`src/rtl/matrix_accumulate_array.sv`:
```
// Job-based multi-lane signed accumulator with optional saturation and a
// valid/ready result port; sits between the multiply array and write-back.
module matrix_accumulate_array #(
    parameter int LANES     = 4,
    parameter int IN_WIDTH  = 8,
    parameter int ACC_WIDTH = 16,
    parameter int K_WIDTH   = 10,
    parameter int SATURATE  = 1
) (
    input  logic                         clock,
    input  logic                         reset,
    input  logic                         clear,
    input  logic                         start,
    input  logic [K_WIDTH-1:0]           k_len,
    input  logic                         in_valid,
    output logic                         in_ready,
    input  logic [LANES*IN_WIDTH-1:0]    in_data,
    output logic                         out_valid,
    input  logic                         out_ready,
    output logic [LANES*ACC_WIDTH-1:0]   out_data,
    output logic [LANES-1:0]             overflow,
    output logic                         busy
);

    // state    | meaning
    // st_idle  | waiting for start; result of last job still visible
    // st_accum | accepting beats until the remaining count hits terminal
    // st_hold  | result presented on out_data until out_ready
    localparam logic [1:0] ST_IDLE  = 2'd0;
    localparam logic [1:0] ST_ACCUM = 2'd1;
    localparam logic [1:0] ST_HOLD  = 2'd2;

    localparam logic [ACC_WIDTH-1:0] SAT_MAX = {1'b0, {(ACC_WIDTH-1){1'b1}}};
    localparam logic [ACC_WIDTH-1:0] SAT_MIN = {1'b1, {(ACC_WIDTH-1){1'b0}}};

    logic [1:0]                          state;
    logic [K_WIDTH-1:0]                  remaining;
    logic [LANES-1:0][ACC_WIDTH-1:0]     acc;
    logic [LANES-1:0][ACC_WIDTH-1:0]     acc_next;
    logic [LANES-1:0]                    ovf;
    logic [LANES-1:0]                    lane_ovf;
    logic [LANES-1:0][IN_WIDTH-1:0]      in_lanes;

    assign in_lanes = in_data;

    // One guard bit above the accumulator: a sign mismatch between the top
    // two bits of the sum means the lane left the signed ACC_WIDTH range.
    for (genvar i = 0; i < LANES; i++) begin : g_lane
        logic [ACC_WIDTH:0] sum;
        assign sum = {acc[i][ACC_WIDTH-1], acc[i]}
                   + {{(ACC_WIDTH+1-IN_WIDTH){in_lanes[i][IN_WIDTH-1]}}, in_lanes[i]};
        assign lane_ovf[i] = sum[ACC_WIDTH] ^ sum[ACC_WIDTH-1];
        always_comb begin
            acc_next[i] = sum[ACC_WIDTH-1:0];
            if (lane_ovf[i] && (SATURATE != 0))
                acc_next[i] = sum[ACC_WIDTH] ? SAT_MIN : SAT_MAX;
        end
    end

    always_ff @(posedge clock or negedge reset) begin
        if (!reset) begin
            state     <= ST_IDLE;
            remaining <= '0;
            acc       <= '0;
            ovf       <= '0;
        end else if (clear) begin
            state     <= ST_IDLE;
            remaining <= '0;
            acc       <= '0;
            ovf       <= '0;
        end else begin
            case (state)
                ST_IDLE: begin
                    if (start) begin
                        remaining <= k_len;
                        acc       <= '0;
                        ovf       <= '0;
                        state     <= (k_len == '0) ? ST_HOLD : ST_ACCUM;
                    end
                end
                ST_ACCUM: begin
                    if (in_valid) begin
                        acc       <= acc_next;
                        ovf       <= ovf | lane_ovf;
                        remaining <= remaining - K_WIDTH'(1);
                        if (remaining == K_WIDTH'(1))
                            state <= ST_HOLD;
                    end
                end
                ST_HOLD: begin
                    if (out_ready)
                        state <= ST_IDLE;
                end
                default: state <= ST_IDLE;
            endcase
        end
    end

    assign in_ready  = (state == ST_ACCUM);
    assign out_valid = (state == ST_HOLD);
    assign busy      = (state != ST_IDLE);
    assign out_data  = acc;
    assign overflow  = ovf;

endmodule
```
`config.mk`:
```
export PLATFORM = sky130hd
export DESIGN_NAME = matrix_accumulate_array
export DESIGN_NICKNAME = d
export VERILOG_FILES = /design/src/rtl/matrix_accumulate_array.sv
export SDC_FILE = /design/constraint.sdc
export NUM_CORES = 1
export LEC_CHECK = 0
export ABC_AREA = 1
export CAP_MARGIN = 20
export CORE_MARGIN = 8
export CORE_UTILIZATION = 54
export DETAILED_ROUTE_END_ITERATION = 7
export PLACE_DENSITY = 0.78
export SLEW_MARGIN = 40
export SYNTH_ARGS = -nofsm -noshare
export SYNTH_HDL_FRONTEND = slang
export SYNTH_SLANG_ARGS = --single-unit
export TNS_END_PERCENT = 10
```
`constraint.sdc`:
```
create_clock -name clock -period 4.17 [get_ports clock]
set_clock_uncertainty 0.2 [all_clocks]
set_input_delay 0.834 -clock clock [delete_from_list [all_inputs] [get_ports clock]]
set_output_delay 0.834 -clock clock [all_outputs]
set_load 0.1 [all_outputs]
```
==> flow_summary.json, run 1 <==
{
  "period_minus_slack_ns": 3.87,
  "drive_above_1_share_pct": 14.2,
  "async_flop_share_pct": 100,
  "synth_area_um2": 7270,
  "ys_seq_area_share_pct": 27.5,
  "avgSynthCellArea_um2": 6.85,
  "grt_pass1_wl_um": 33100,
  "drv_cap": 0,
  "relSlewSlack_pct": 53.7,
  "dp_hpwl_um": 14700,
  "clockBufferDepth": 2,
  "worst_setup_path_start_kind": "input pin",
  "fin_setup_tns_ns": 0,
  "yosysUniqueCellTypes": 44,
  "critPathKind": "input pin to flop",
  "critPathArrivalTime_ns": 3.91,
  "routed_wire_length_per_instance_um": 14.1,
  "die_height_um": 132,
  "path_clk_slew_ns": 0.06,
  "mostFrequentLayoutCell": "nand2_1",
  "io_buffers": 118,
  "n_antenna_cell": 0,
  "place_worst_setup_slack_ns": 0.0155,
  "timing.fmax_ghz": 0.258,
  "root_buffer": "clkbuf_16",
  "post_cts_buffers": 0,
  "stdcell_area_um2": 8640,
  "maxSlewViolCount": 0,
  "endpoint_kind": "flop",
  "place_area_um2": 8360,
  "outcome": "complete, no violations",
  "finalCritPeriodShare_pct": 92.9,
  "grt_pass1_vias": 7115,
  "die_area_um2": 17400,
  "gp_congestion": 0.934,
  "clock_latency_ns": 0.35,
  "syn-num-nets": 1185,
  "rsz0062_at_grt": "false",
  "netlist_instances": 1061,
  "dr_total_vias": 7301,
  "row_count": 42,
  "cts_resized": 0,
  "cts_tree": "yes",
  "numCtsBuffers": 9,
  "hold_buffers": 0,
  "h-tree-depth": 3,
  "hold_viol": 0,
  "syn2layout_area_growth_pct": 18.9,
  "initial_core_util_pct": 55.1,
  "worstSetupStartpoint": "in_data[7]",
  "ff2ff_path_depth": 15,
  "wirelength_met1_um": 8870,
  "grt_usage_pct": 22.4,
  "clock-sinks": 80,
  "yosysWarnings": 0,
  "synth_edf_count": 0,
  "r2r-end": "out_data[2]",
  "rrSetupSlack_ns": 0.85,
  "critPathMaxFanout": 12,
  "met3_length_um": 956,
  "critical_path_required_ns": 4.21,
  "grt_max_degree": 81,
  "firstDrtPassIters": 5,
  "worst_pin_slew_ns": 0.694,
  "ys_ff_latch": 80,
  "fin_ws_ns": 0.296,
  "die_w_um": 132,
  "io_pins": 119,
  "avgViaCountPerCell": 5.34,
  "highest_layer": "met4",
  "route.detailed.drc": 0,
  "final_cell_mix": "nand2_1, nand3_1, inv_1, dfrtp_1, ha_1",
  "drtIter0Drc": 448,
  "synthFlopType": "dfrtp_1",
  "hold_class": "input pin to async pin",
  "nets": 1313,
  "grt-ovfl-total": 0,
  "reg2reg_from": "out_data[0]",
  "ant_nets": 0,
  "wl_met2_um": 9130,
  "antenna_found_initial": 0,
  "core_um2": 13200,
  "finalWirelength_um": 19300,
  "setup_viol": 0
}
## layout make-up
cell class                      instances  area (um2)
Tap cell                              176         220
Timing Repair Buffer                  139        1010
Sequential cell                        80        2000
Multi-Input combinational cell        847        4710
Inverter                              112         420
Clock buffer                           14         274
Fill cell                            1221        4550
## per-layer routing
layer  vias up  GRT usage, %
met1      3323          28.0
li1       3769             -
met4         0          7.53
met5         -             0
met2       183          38.0
met3        26          3.93
## worst max path at each step
| stage | slack [ns] | end | depth (start not counted) |
|---|---|---|---|
| 2_1_floorplan | 0.63 | out_data[11] | 16 |
| 3_3_place_gp | 0.12 | out_data[11] | 14 |
| 3_5_place_dp | 0.02 | out_data[11] | 14 |
| 4_1_cts | 0.37 | out_data[2] | 14 |
| 5_1_grt | 0.06 | out_data[11] | 14 |
| 6_report | 0.30 | out_data[2] | 14 |
## critical path, cell delays in order
cell	delay, ns
clkdlybuf4s50_1	0.61
ha_1	0.45
nand2_1	0.13
inv_1	0.06
a21oi_1	0.24
nor2_1	0.07
nor2_1	0.14
nand3_1	0.12
and2_1	0.19
ha_1	0.37
inv_1	0.33
o21ai_0	0.17
nand3_1	0.12
nand2_1	0.06
## cell usage after synthesis, types with 2 or more instances
library cell | number | area share, %
o32ai_1 | 2 | 0.24
a21o_1 | 11 | 1.1
o2111ai_1 | 3 | 0.36
o21bai_1 | 11 | 1.1
nor2_2 | 3 | 0.26
nor3_1 | 8 | 0.55
o21ai_0 | 36 | 2.5
o21ai_2 | 11 | 1.3
nand3_2 | 2 | 0.28
xnor2_1 | 6 | 0.72
a21oi_1 | 65 | 4.5
clkbuf_1 | 4 | 0.21
nand2_2 | 15 | 1.3
nor3_2 | 2 | 0.28
xor2_1 | 16 | 1.9
inv_2 | 7 | 0.36
dfrtp_1 | 80 | 28
nand2_4 | 3 | 0.46
nor2_1 | 68 | 3.5
a21oi_2 | 5 | 0.60
nor4_1 | 2 | 0.17
or2_2 | 15 | 1.3
ha_1 | 72 | 12
fa_1 | 4 | 1.1
nand2_1 | 329 | 17
inv_1 | 105 | 5.4
nand3b_1 | 2 | 0.21
buf_4 | 2 | 0.21
and2_1 | 3 | 0.26
o21a_1 | 4 | 0.41
nand4_1 | 4 | 0.34
buf_2 | 13 | 0.90
a21boi_0 | 2 | 0.21
o31ai_1 | 4 | 0.41
nand3_1 | 133 | 9.2
## registers in the layout (all words and copies together), names as in the netlist
| signal | count |
|---|---|
| remaining | 10 |
| state | 2 |
| overflow | 4 |
| out_data | 64 |
## per-stage QoR
stage	utilization [%]	cells	hold WS, ns
floorplan	-	1061	0.274
CTS	65.5	1368	0.306
global route	65.5	1368	0.331
detailed placement	63.4	1354	0.289
finish	65.5	1368	0.286
global placement	66.0	1354	0.294
## logic make-up after synthesis
family          count (synthesis)  synth area share, %
compound gates                158                 13.3
flops                          80                 27.5
simple gates                  591                 35.2
xor+xnor                       22                 2.65
buf+inv                       134                 7.73
fa+ha+maj                      76                 13.5
Power of run 1 is left out: the tool's default activity adds up to more than one toggle a clock period on the data nets, which glitch-free logic cannot reach.
==> run 2, diff against run 1 <==
- CORE_UTILIZATION: 54 -> 55
- PLACE_DENSITY: 0.78 -> 0.79
==> flow_summary.json, run 2 (synthesis results as in run 1) <==
{
  "die_height_um": 131,
  "avgViaCountPerCell": 5.35,
  "critical_path.top_delay_family": "simple AND/OR/NAND/NOR gates",
  "finalCritPeriodShare_pct": 92.9,
  "io_pins": 119,
  "outcome": "complete, no violations",
  "stdcell_count": 1368,
  "hold_buffers": 0,
  "cp.buffers_inverters": 2,
  "core_um2": 13100,
  "fill_cells": 1176,
  "hold_viol": 0,
  "antenna_found_initial": 0,
  "die_area_um2": 17100,
  "dp_hpwl_um": 14600,
  "mostFrequentLayoutCell": "nand2_1",
  "root_buffer": "clkbuf_16",
  "numCtsBuffers": 9,
  "period_minus_slack_ns": 3.87,
  "grt_pass1_vias": 7207,
  "io_buffers": 118,
  "post_cts_buffers": 0,
  "endpoint_kind": "flop",
  "grt_usage_pct": 23.8,
  "row_count": 42,
  "path_clk_slew_ns": 0.06,
  "placed_cells": 1352,
  "maxSlewViolCount": 0,
  "drtIter0Drc": 525,
  "route.detailed.drc": 0,
  "critical_path_required_ns": 4.20,
  "h-tree-depth": 3,
  "ant_nets": 0,
  "cp_cell_sequence": "clkdlybuf4s50_1 > ha_1 > nand2_1 > inv_1 > a21oi_1 > nor2_1 > nor2_1 > nand3_1 > and2_1 > ha_1 > nand3_2 > nand3_1 > nand2_1",
  "finalWirelength_um": 19400,
  "dr_total_vias": 7321,
  "initial_core_util_pct": 55.5,
  "routed_wire_length_per_instance_um": 14.2,
  "critPathMaxFanout": 15,
  "final_cell_mix": "nand2_1, nand3_1, inv_1, dfrtp_1, ha_1",
  "rsz0062_at_grt": "false",
  "grt_pass1_wl_um": 33200,
  "timing.fmax_ghz": 0.258,
  "critPathKind": "input pin to flop",
  "largest_reg_flops": 64,
  "die_w_um": 131,
  "cts_tree": "yes",
  "n_antenna_cell": 0,
  "grt-ovfl-total": 0,
  "setup_viol": 0,
  "max_stage_delay_ns": 0.64,
  "critPathArrivalTime_ns": 3.91,
  "clock_latency_ns": 0.34,
  "relSlewSlack_pct": 54.5,
  "clock-sinks": 80,
  "hold_class": "flop to flop",
  "cts_resized": 0,
  "grt_max_degree": 81,
  "syn2layout_area_growth_pct": 19.2,
  "worst_pin_slew_ns": 0.682,
  "slowest_stage": "clkdlybuf4s50_1",
  "drive_above_1_share_pct": 14.2,
  "nets": 1311,
  "firstDrtPassIters": 4,
  "gp_congestion": 0.927,
  "whs_ns": 0.305,
  "drv_cap": 0,
  "worst_setup_path_start_kind": "input pin",
  "clockBufferDepth": 2
}
==> run 2: layout make-up <==
type / instances / area, um2 / share of cell area, %
clock buffers: 13 / 260 / 3.00
repair buffers: 137 / 1010 / 11.7
clock inverters: 3 / 40.0 / 0.462
well taps: 176 / 220 / 2.54
multi-input cells: 847 / 4710 / 54.3
inverters: 112 / 420 / 4.85
flip-flops and latches: 80 / 2000 / 23.1
==> run 2: through the flow <==
step / utilization, % / instance area [um2] / setup WS [ns] / TNS (ns)
finish: 66.2 / 8660 / 0.295 / 0
global route: 66.2 / 8660 / 0.0244 / 0
CTS: 66.2 / 8660 / 0.312 / 0
detailed placement: 63.9 / 8360 / -0.0497 / -0.268
global placement: 66.5 / 8710 / 0.104 / 0
floorplan: - / 7270 / 0.629 / 0
==> run 2: worst register-to-register path, cell delays in order, from the launching register on <==
cell      delay, ns
dfrtp_1        0.40
ha_1           0.23
fa_1           0.39
nand2_1        0.09
nand3_1        0.08
and2_1         0.17
nand2_1        0.07
nand2_1        0.08
nand3b_1       0.11
nand3_1        0.11
and2_1         0.20
ha_1           0.40
nand3_2        0.35
nand3_1        0.21
nand2_1        0.07
==> run 2: routing by layer <==
metal	global-route usage (%)	vias to the layer above	routed length (um)
met3	4.06	21	1110
li1	-	3755	-
met2	40.1	184	9220
met4	7.29	0	265
met5	0	-	0
met1	30.4	3361	8820
==> run 2: final timing paths <==
path                                    from      endpoint  slack (ns)  cells past startpoint
worst min-delay path            out_data[59]  out_data[59]        0.30                      2
worst min register to register  out_data[59]  out_data[59]        0.30                      2
worst max-delay path              in_data[7]   out_data[7]        0.30                     13
worst max register to register   out_data[0]   out_data[7]        0.92                     14
min in group asynchronous              reset  out_data[54]        0.31                      1
max in group asynchronous              reset  out_data[44]        2.96                      1
Power of run 2 is left out for the same reason.
